**config.mk**
```make
export PLATFORM = sky130hd
export DESIGN_NAME = instr_fetch_queue
export DESIGN_NICKNAME = d
export VERILOG_FILES = /design/src/rtl/instr_fetch_queue.sv
export SDC_FILE = /design/constraint.sdc
export NUM_CORES = 1
export LEC_CHECK = 0
export ABC_AREA = 1
export CAP_MARGIN = 20
export CELL_PAD_IN_SITES_DETAIL_PLACEMENT = 0
export CELL_PAD_IN_SITES_GLOBAL_PLACEMENT = 2
export CORE_MARGIN = 10
export CORE_UTILIZATION = 36
export CTS_CLUSTER_DIAMETER = 60
export DETAILED_ROUTE_END_ITERATION = 10
export PLACE_DENSITY_LB_ADDON = 0.12
export SYNTH_ARGS = -nofsm -noshare
export SYNTH_HDL_FRONTEND = slang
export SYNTH_SLANG_ARGS = --single-unit
```
**constraint.sdc**
```tcl
create_clock -name clk -period 2 [get_ports clk]
set_input_delay 0.2 -clock clk [delete_from_list [all_inputs] [get_ports clk]]
set_output_delay 0.2 -clock clk [all_outputs]
set_load 0.05 [all_outputs]
```
**src/rtl/instr_fetch_queue.sv**
```systemverilog
// instr_fetch_queue
//   Circular instruction fetch queue between the fetch unit and decode.
//   Words pushed on the input side are held in DEPTH entries and presented
//   to decode in FIFO order, split into opcode (low OP_W bits) and adir
//   (remaining high bits). A flush discards every queued word.
//
// Ports
//   clk       : clock, rising-edge
//   rst       : synchronous active-high reset
//   in_valid  : mdat carries a fetched word
//   mdat      : fetched instruction word
//   in_ready  : queue can accept a word this cycle (not full)
//   flush     : drop all queued words; beats push and pop
//   out_ready : decode consumes the head word this cycle
//   out_valid : head word present (not empty)
//   opcode    : head word bits [OP_W-1:0], zero when empty
//   adir      : head word bits [DATA_W-1:OP_W], zero when empty
//   count     : number of queued words, 0..DEPTH
module instr_fetch_queue #(
  parameter int unsigned DATA_W = 16,
  parameter int unsigned OP_W   = 3,
  parameter int unsigned DEPTH  = 4
) (
  input  logic                       clk,
  input  logic                       rst,
  input  logic                       in_valid,
  input  logic [DATA_W-1:0]          mdat,
  output logic                       in_ready,
  input  logic                       flush,
  input  logic                       out_ready,
  output logic                       out_valid,
  output logic [OP_W-1:0]            opcode,
  output logic [DATA_W-OP_W-1:0]     adir,
  output logic [$clog2(DEPTH):0]     count
);

  localparam int unsigned PTR_W = $clog2(DEPTH);
  localparam int unsigned CNT_W = PTR_W + 1;
  localparam logic [CNT_W-1:0] FULL = CNT_W'(DEPTH);

  logic [DATA_W-1:0] mem_q [DEPTH];
  logic [PTR_W-1:0]  wr_ptr_q, wr_ptr_d;
  logic [PTR_W-1:0]  rd_ptr_q, rd_ptr_d;
  logic [CNT_W-1:0]  count_q, count_d;
  logic              push, pop;
  logic [DATA_W-1:0] head;

  // Handshake flags depend only on registered count, so a pop cannot
  // open room for a same-cycle push when full.
  assign in_ready  = (count_q != FULL);
  assign out_valid = (count_q != '0);

  assign push = in_valid && in_ready && !flush;
  assign pop  = out_valid && out_ready && !flush;

  always_comb begin
    wr_ptr_d = wr_ptr_q;
    rd_ptr_d = rd_ptr_q;
    count_d  = count_q;
    if (flush) begin
      wr_ptr_d = '0;
      rd_ptr_d = '0;
      count_d  = '0;
    end else begin
      // Power-of-two depth: pointer overflow is the wrap to 0.
      if (push) wr_ptr_d = wr_ptr_q + PTR_W'(1);
      if (pop)  rd_ptr_d = rd_ptr_q + PTR_W'(1);
      if (push && !pop)      count_d = count_q + CNT_W'(1);
      else if (pop && !push) count_d = count_q - CNT_W'(1);
    end
  end

  always_ff @(posedge clk) begin
    if (rst) begin
      wr_ptr_q <= '0;
      rd_ptr_q <= '0;
      count_q  <= '0;
    end else begin
      wr_ptr_q <= wr_ptr_d;
      rd_ptr_q <= rd_ptr_d;
      count_q  <= count_d;
    end
  end

  // Storage is deliberately not reset; it is masked while empty.
  always_ff @(posedge clk) begin
    if (push && !rst) mem_q[wr_ptr_q] <= mdat;
  end

  assign head   = out_valid ? mem_q[rd_ptr_q] : '0;
  assign opcode = head[OP_W-1:0];
  assign adir   = head[DATA_W-1:OP_W];
  assign count  = count_q;

endmodule

```
==> results of run 1 <==
==> per-stage QoR <==
stage	instance area, µm²	utilization, %	setup TNS [ns]	instances
2_1_floorplan	3075	-	-2.652	265
4_1_cts	3792	45.92	0	431
5_1_grt	3799	46.00	0	431
3_5_place_dp	3597	43.56	0	415
3_3_place_gp	3597	43.56	0	415
6_report	3799	46.00	0	431
==> worst max-delay path, cell delays in order, from the launching register on <==
cell and delay [ns]:
dfxtp_2 0.40, nor2_4 0.07, nand2_4 0.09, clkdlybuf4s50_1 0.81
==> layout make-up <==
class	instances	area, µm²	area share (%)
clock buffers	10	127.6	3.360
clock inverters	6	67.56	1.779
inverters	19	76.32	2.009
multi-input cells	162	792.0	20.85
flip-flops and latches	73	2106	55.43
well taps	105	131.4	3.459
repair buffers	56	498.0	13.11
==> cell families (layout without fill, tap and decap cells) <==
family / after synthesis / in the layout / synth area share [%]
and+or+nand+nor: 101 / 101 / 13.73
DFF: 73 / 73 / 68.63
AOI/OAI and AO/OA: 54 / 54 / 8.824
buffers and inverters: 30 / 91 / 5.841
adders and majority gates: 6 / 6 / 2.696
xor gates and xnor gates: 1 / 1 / 0.2860
==> routing by layer <==
layer / routed length, µm / up-vias / track usage (%)
met3: 269 / 6 / 3.727
met5: 0 / - / 0
met2: 3268 / 31 / 17.81
li1: - / 1012 / -
met1: 2839 / 896 / 12.01
met4: 62 / 0 / 3.553
==> Yosys cell counts, drive strengths merged <==
| cell type | count | share of area, % |
|---|---|---|
| a21oi | 22 | 3.6 |
| buf | 11 | 3.4 |
| dfxtp | 9 | 5.9 |
| edfxtp | 64 | 63 |
| fa | 1 | 0.65 |
| ha | 5 | 2.0 |
| inv | 19 | 2.4 |
| nand2 | 18 | 2.9 |
| nand3 | 4 | 0.65 |
| nand3b | 1 | 0.25 |
| nor2 | 78 | 9.9 |
| o21ai | 32 | 5.2 |
| xor2 | 1 | 0.29 |
==> path summary, 6_finish.rpt <==
path                                    to  cells after the start                startpoint
setup / recovery                  in_ready                      3     count[1]$_SDFFE_PP0P_
hold / removal       mem_q[1][7]$_DFFE_PP_                      1                   mdat[7]
setup reg to reg     count[2]$_SDFFE_PP0P_                     12     count[1]$_SDFFE_PP0P_
hold reg to reg   rd_ptr_q[1]$_SDFFE_PP0P_                      2  rd_ptr_q[1]$_SDFFE_PP0P_
==> state kept, by name, indices dropped and copies added, names as in the netlist, named ones only <==
name / flops
rd_ptr_q: 2
count: 3
wr_ptr_q: 2
mem_q: 64
==> power breakdown <==
part | internal (mW) | switching [mW] | leakage (nW) | total, mW
clock network | 0.581 | 0.544 | 0.0945 | 1.12
logic | 0.117 | 0.225 | 0.643 | 0.342
registers | 1.67 | 0.0110 | 0.652 | 1.68
==> flow_metrics.tcl, run 1 <==
set metrics [dict create \
    drt_first_pass_iters 4 \
    ctsResizeCount 0 \
    synth_seq_cells 73 \
    outcome "finished clean" \
    worst_pin_slew_ns 0.5086 \
    grt_max_degree 19 \
    track_usage_pct 10.50 \
    required_ns 1.80 \
    synthCells 265 \
    power_mw 3.152 \
    slew_violations 0 \
    drive_gt1_share_pct 19.33 \
    post-cts-setup-buffers 0 \
    layout-area-overhead-vs-synth_pct 24.02 \
    cts_sinks 73 \
    clockBufferDepth 2 \
    num_antenna_cells 0 \
    overflow 0 \
    max_slew_margin_pct 66.04 \
    grt_pass1_vias 1999 \
    wl_um 6440 \
    powerDensity_nw_per_um2 829.7 \
    p_leak_nw 1.390 \
    die_area_um2 12600 \
    seq_area_frac_synth_pct 68.63 \
    whs_ns 0.4912 \
    antenna_found_initial 0 \
    core_um2 8258 \
    path_clk_slew_ns 0.08 \
    hold_class "in -> reg" \
    final_cell_mix "72 x nor2_1, 64 x edfxtp_1, 30 x buf_4, 24 x o21ai_1, 24 x clkdlybuf4s50_1" \
    nNetsFinal 348 \
    dpl_worst_slack_ns 0.04616 \
    via_per_inst 4.513 \
    wire_per_inst_um 14.94 \
    ios 42 \
    cts_tree "built" \
    routabilityCongestion 0.7422 \
    io_buffers 41 \
    endpoint_kind "output pin" \
    synth_fp_nets 292 \
    drtIter0Drc 97 \
    worstPathArrival_ns 1.70 \
    final_common_cell "nor2_1" \
    fin_crit_ns 1.903 \
    rsz0062_at_grt "no" \
    place_hpwl_um 4318 \
    die_x_um 112.2 \
    ff2ff_setup_slack_ns 0.24 \
    cap_violations 0 \
    irDropWorstVdd_mv 0.3030 \
    cts-root-buf "clkbuf_8" \
    drc 0 \
    avgSynthCellArea_um2 11.56 \
    fillerInstances 783 \
    critPathLaunchType "flop" \
    netlist_area_um2 3063 \
    insertion_delay_ns 0.34 \
    skew_ns 0.007809 \
    cts_buffers 9 \
    critPathKind "reg -> out" \
    synth.distinct_cells 21 \
    grt_pass1_wl_um 10380 \
    period_share_pct 95.16 \
    crit_path_max_fanout 6 \
    start_util_pct 37.09 \
    num_rows 33 \
    setup_viol 0 \
    hold_violations 0 \
    htree_levels 3 \
    timing.final.ws_setup_ns 0.09687 \
    ant_nets 0 \
    vias 1945 \
    fmax_ghz 0.5254 \
    ys_warn_count 0 \
    ctsHoldBuffers 0 \
    die_h_um 112.2 \
]
Power figures use the tool's default switching activity.
==> run 2, diff against run 1 <==
--- a/config.mk
+++ b/config.mk
@@ -6,12 +6,14 @@
 export NUM_CORES = 1
 export LEC_CHECK = 0
 export ABC_AREA = 1
+export ABC_CLOCK_PERIOD_IN_PS = 2000
 export CAP_MARGIN = 20
 export CELL_PAD_IN_SITES_DETAIL_PLACEMENT = 0
 export CELL_PAD_IN_SITES_GLOBAL_PLACEMENT = 2
 export CORE_MARGIN = 10
 export CORE_UTILIZATION = 36
 export CTS_CLUSTER_DIAMETER = 60
+export CTS_CLUSTER_SIZE = 20
 export DETAILED_ROUTE_END_ITERATION = 10
 export PLACE_DENSITY_LB_ADDON = 0.12
 export SYNTH_ARGS = -nofsm -noshare
==> results of run 2 <==
No change in the layout: final DEF, timing and power equal those of run 1.
==> run 3, diff against run 2 <==
==> constraint.sdc (replaced) <==
create_clock -name clk -period 2 [get_ports clk]
set_input_delay 0.3 -clock clk [delete_from_list [all_inputs] [get_ports clk]]
set_output_delay 0.3 -clock clk [all_outputs]
set_load 0.05 [all_outputs]
==> run 3 against run 2 <==
Effect of this change:
- global-route usage down 0.41 points
- power up 7.2%
- die area unchanged
- final cell count down 0.46%
- clock power up 20%
- clock skew up 0.0032 ns
- largest cell class unchanged
==> flow_metrics.tcl, run 3 (same netlist as run 1, synthesis figures left out) <==
set metrics [dict create \
    reg2reg_from "count[0]$_SDFFE_PP0P_" \
    path_cells "clkdlybuf4s50_1" \
    fin_crit_ns 1.877 \
    p_int_mw 2.629 \
    final_core_util_pct 47.50 \
    crit_cells 1 \
    start_util_pct 37.09 \
    endpoint_kind "output pin" \
    place_hpwl_um 4019 \
    fillerInstances 778 \
    drive_gt1_share_pct 22.84 \
    drtIter0Drc 59 \
    io_buffers 41 \
    ant_nets 0 \
    rsz0062_at_grt "no" \
    routabilityCongestion 0.6783 \
    antenna_found_initial 0 \
    final_common_cell "nor2_1" \
    cts_sinks 73 \
    fin_cells 429 \
    crit_buf_inv 1 \
    top_usage_layer "met2" \
    grtUsageMet2_pct 16.57 \
    max_slew_margin_pct 65.36 \
    grt_pass1_wl_um 10080 \
    cap_violations 0 \
    max_flop_register "mem_q" \
    fmax_ghz 0.5327 \
    skew_ns 0.01106 \
    critPathMaxStageDelay_ns 0.84 \
    outcome "finished clean" \
    worst_pin_slew_ns 0.5180 \
    p_seq_share_pct 49.9 \
    switching_share_pct 22.16 \
    final_cell_mix "72 x nor2_1, 64 x edfxtp_1, 25 x buf_4, 24 x o21ai_1, 23 x clkdlybuf4s50_1" \
    multiInputGateArea_um2 829.5 \
    wl_um 6276 \
    endpoint "count[0]" \
    period_share_pct 93.86 \
    hold_violations 0 \
    die_x_um 112.2 \
    drc 0 \
    cts_buffers 9 \
    drt_first_pass_iters 4 \
    post-cts-setup-buffers 0 \
    cpMaxStageDelayCell "clkdlybuf4s50_1" \
    ff2ff_path_depth 13 \
    clockBufferDepth 2 \
    slew_violations 0 \
    worstPathArrival_ns 1.58 \
    grt_pass1_vias 1957 \
    irDropWorstVdd_mv 0.3691 \
    critPathLaunchType "flop" \
    overflow 0 \
    crit_path_max_fanout 4 \
    critPathLaunch "count[0]$_SDFFE_PP0P_" \
    via_per_inst 4.578 \
    track_usage_pct 10.09 \
    core_um2 8258 \
    powerDensity_nw_per_um2 861.0 \
    path_delay_family "buffers and inverters" \
    layout-area-overhead-vs-synth_pct 28.06 \
    nNetsFinal 346 \
    setup_viol 0 \
    combPwrFrac_pct 10.5 \
    vias 1964 \
    grt_max_degree 27 \
    reg2reg_to "count[2]$_SDFFE_PP0P_" \
    power_mw 3.377 \
    switchingPower_mw 0.7486 \
    critPathKind "reg -> out" \
    ff2ff_setup_slack_ns 0.25 \
    insertion_delay_ns 0.34 \
    setup_tns_ns 0 \
    required_ns 1.70 \
    p_leak_nw 1.406 \
    grt_util_met3_pct 3.727 \
    ctsHoldBuffers 0 \
    largest_register_ffs 64 \
    path_clk_slew_ns 0.07 \
    hold_class "reg -> reg" \
    num_rows 33 \
    clkPwrFrac_pct 39.6 \
    die_h_um 112.2 \
    placed_cells 413 \
    htree_levels 3 \
    cts_tree "built" \
    grt.met1_usage_pct 11.76 \
    cts-root-buf "clkbuf_8" \
    die_area_um2 12600 \
    register_area_um2 2110 \
    ios 42 \
    wire_per_inst_um 14.63 \
    num_antenna_cells 0 \
    whs_ns 0.5081 \
]
run 3: cell types whose count changed in the layout (fill, tap and decap cells not counted), sizes merged:
cell,previous run,this run
inv,20,19
clkinvlp,1,0
bufinv,1,3
clkinv,3,2
clkbuf,10,11
dlymetal6s2s,1,0
clkdlybuf4s50,24,23
run 3: power by group through the flow:
| stage | registers (mW) | clock network (mW) | logic, mW |
|---|---|---|---|
| after CTS | 1.69 | 1.38 | 0.363 |
| after floorplan | 1.73 | 0 | 0.211 |
| after detailed placement | 1.72 | 0 | 0.361 |
| after global routing | 1.69 | 1.45 | 0.386 |
| final | 1.68 | 1.34 | 0.356 |
| after global placement | 1.72 | 0 | 0.361 |
run 3: per-layer routing:
metal,vias up,share of wire [%]
li1,1015,-
met1,909,44
met2,34,50
met3,6,5.0
met4,0,1.3
met5,-,0
run 3: timing repair:
item | 4_1_cts | 5_1_grt
resized for setup | 1 | 5
setup endpoints to repair | 15 | 10
cloned | 0 | 0
run 3: final cells by class:
class | count | share of cell area [%]
Multi-Input combinational cell | 162 | 21.15
Sequential cell | 73 | 53.78
Tap cell | 105 | 3.349
Clock buffer | 11 | 3.349
Clock inverter | 5 | 2.648
Inverter | 19 | 2.010
Timing Repair Buffer | 54 | 13.72
run 3: how the worst min path moves through the flow:
| stage | from | to | slack (ns) | cells after the start |
|---|---|---|---|---|
| after global routing | count[1]$_SDFFE_PP0P_ | count[1]$_SDFFE_PP0P_ | 0.53 | 2 |
| final | rd_ptr_q[0]$_SDFFE_PP0P_ | flop | 0.51 | 2 |
| after global placement | rd_ptr_q[0]$_SDFFE_PP0P_ | rd_ptr_q[0]$_SDFFE_PP0P_ | 0.50 | 2 |
| after detailed placement | count[1]$_SDFFE_PP0P_ | count[1]$_SDFFE_PP0P_ | 0.50 | 2 |
| after floorplan | mdat[0] | mem_q[0][0]$_DFFE_PP_ | 0.40 | 0 |
| after CTS | rd_ptr_q[0]$_SDFFE_PP0P_ | flop | 0.51 | 2 |
run 3: per-stage QoR:
step,setup WS [ns],cell area (µm²)
finish,0.1228,3923
floorplan,0.02662,3114
CTS,0.02467,3915
global placement,-0.005393,3679
global route,0.006653,3923
detailed placement,-0.02074,3679
run 3: worst register-to-register path, cell delays in order (launching register included):
cell     delay, ns
dfxtp_2       0.40
nor2_4        0.07
nand2_4       0.09
nand2_2       0.06
nor2_2        0.10
ha_1          0.18
inv_1         0.07
fa_1          0.37
inv_1         0.06
nand2_1       0.04
nand3_1       0.08
nand2_1       0.05
nand2_1       0.05
nor2_1        0.04
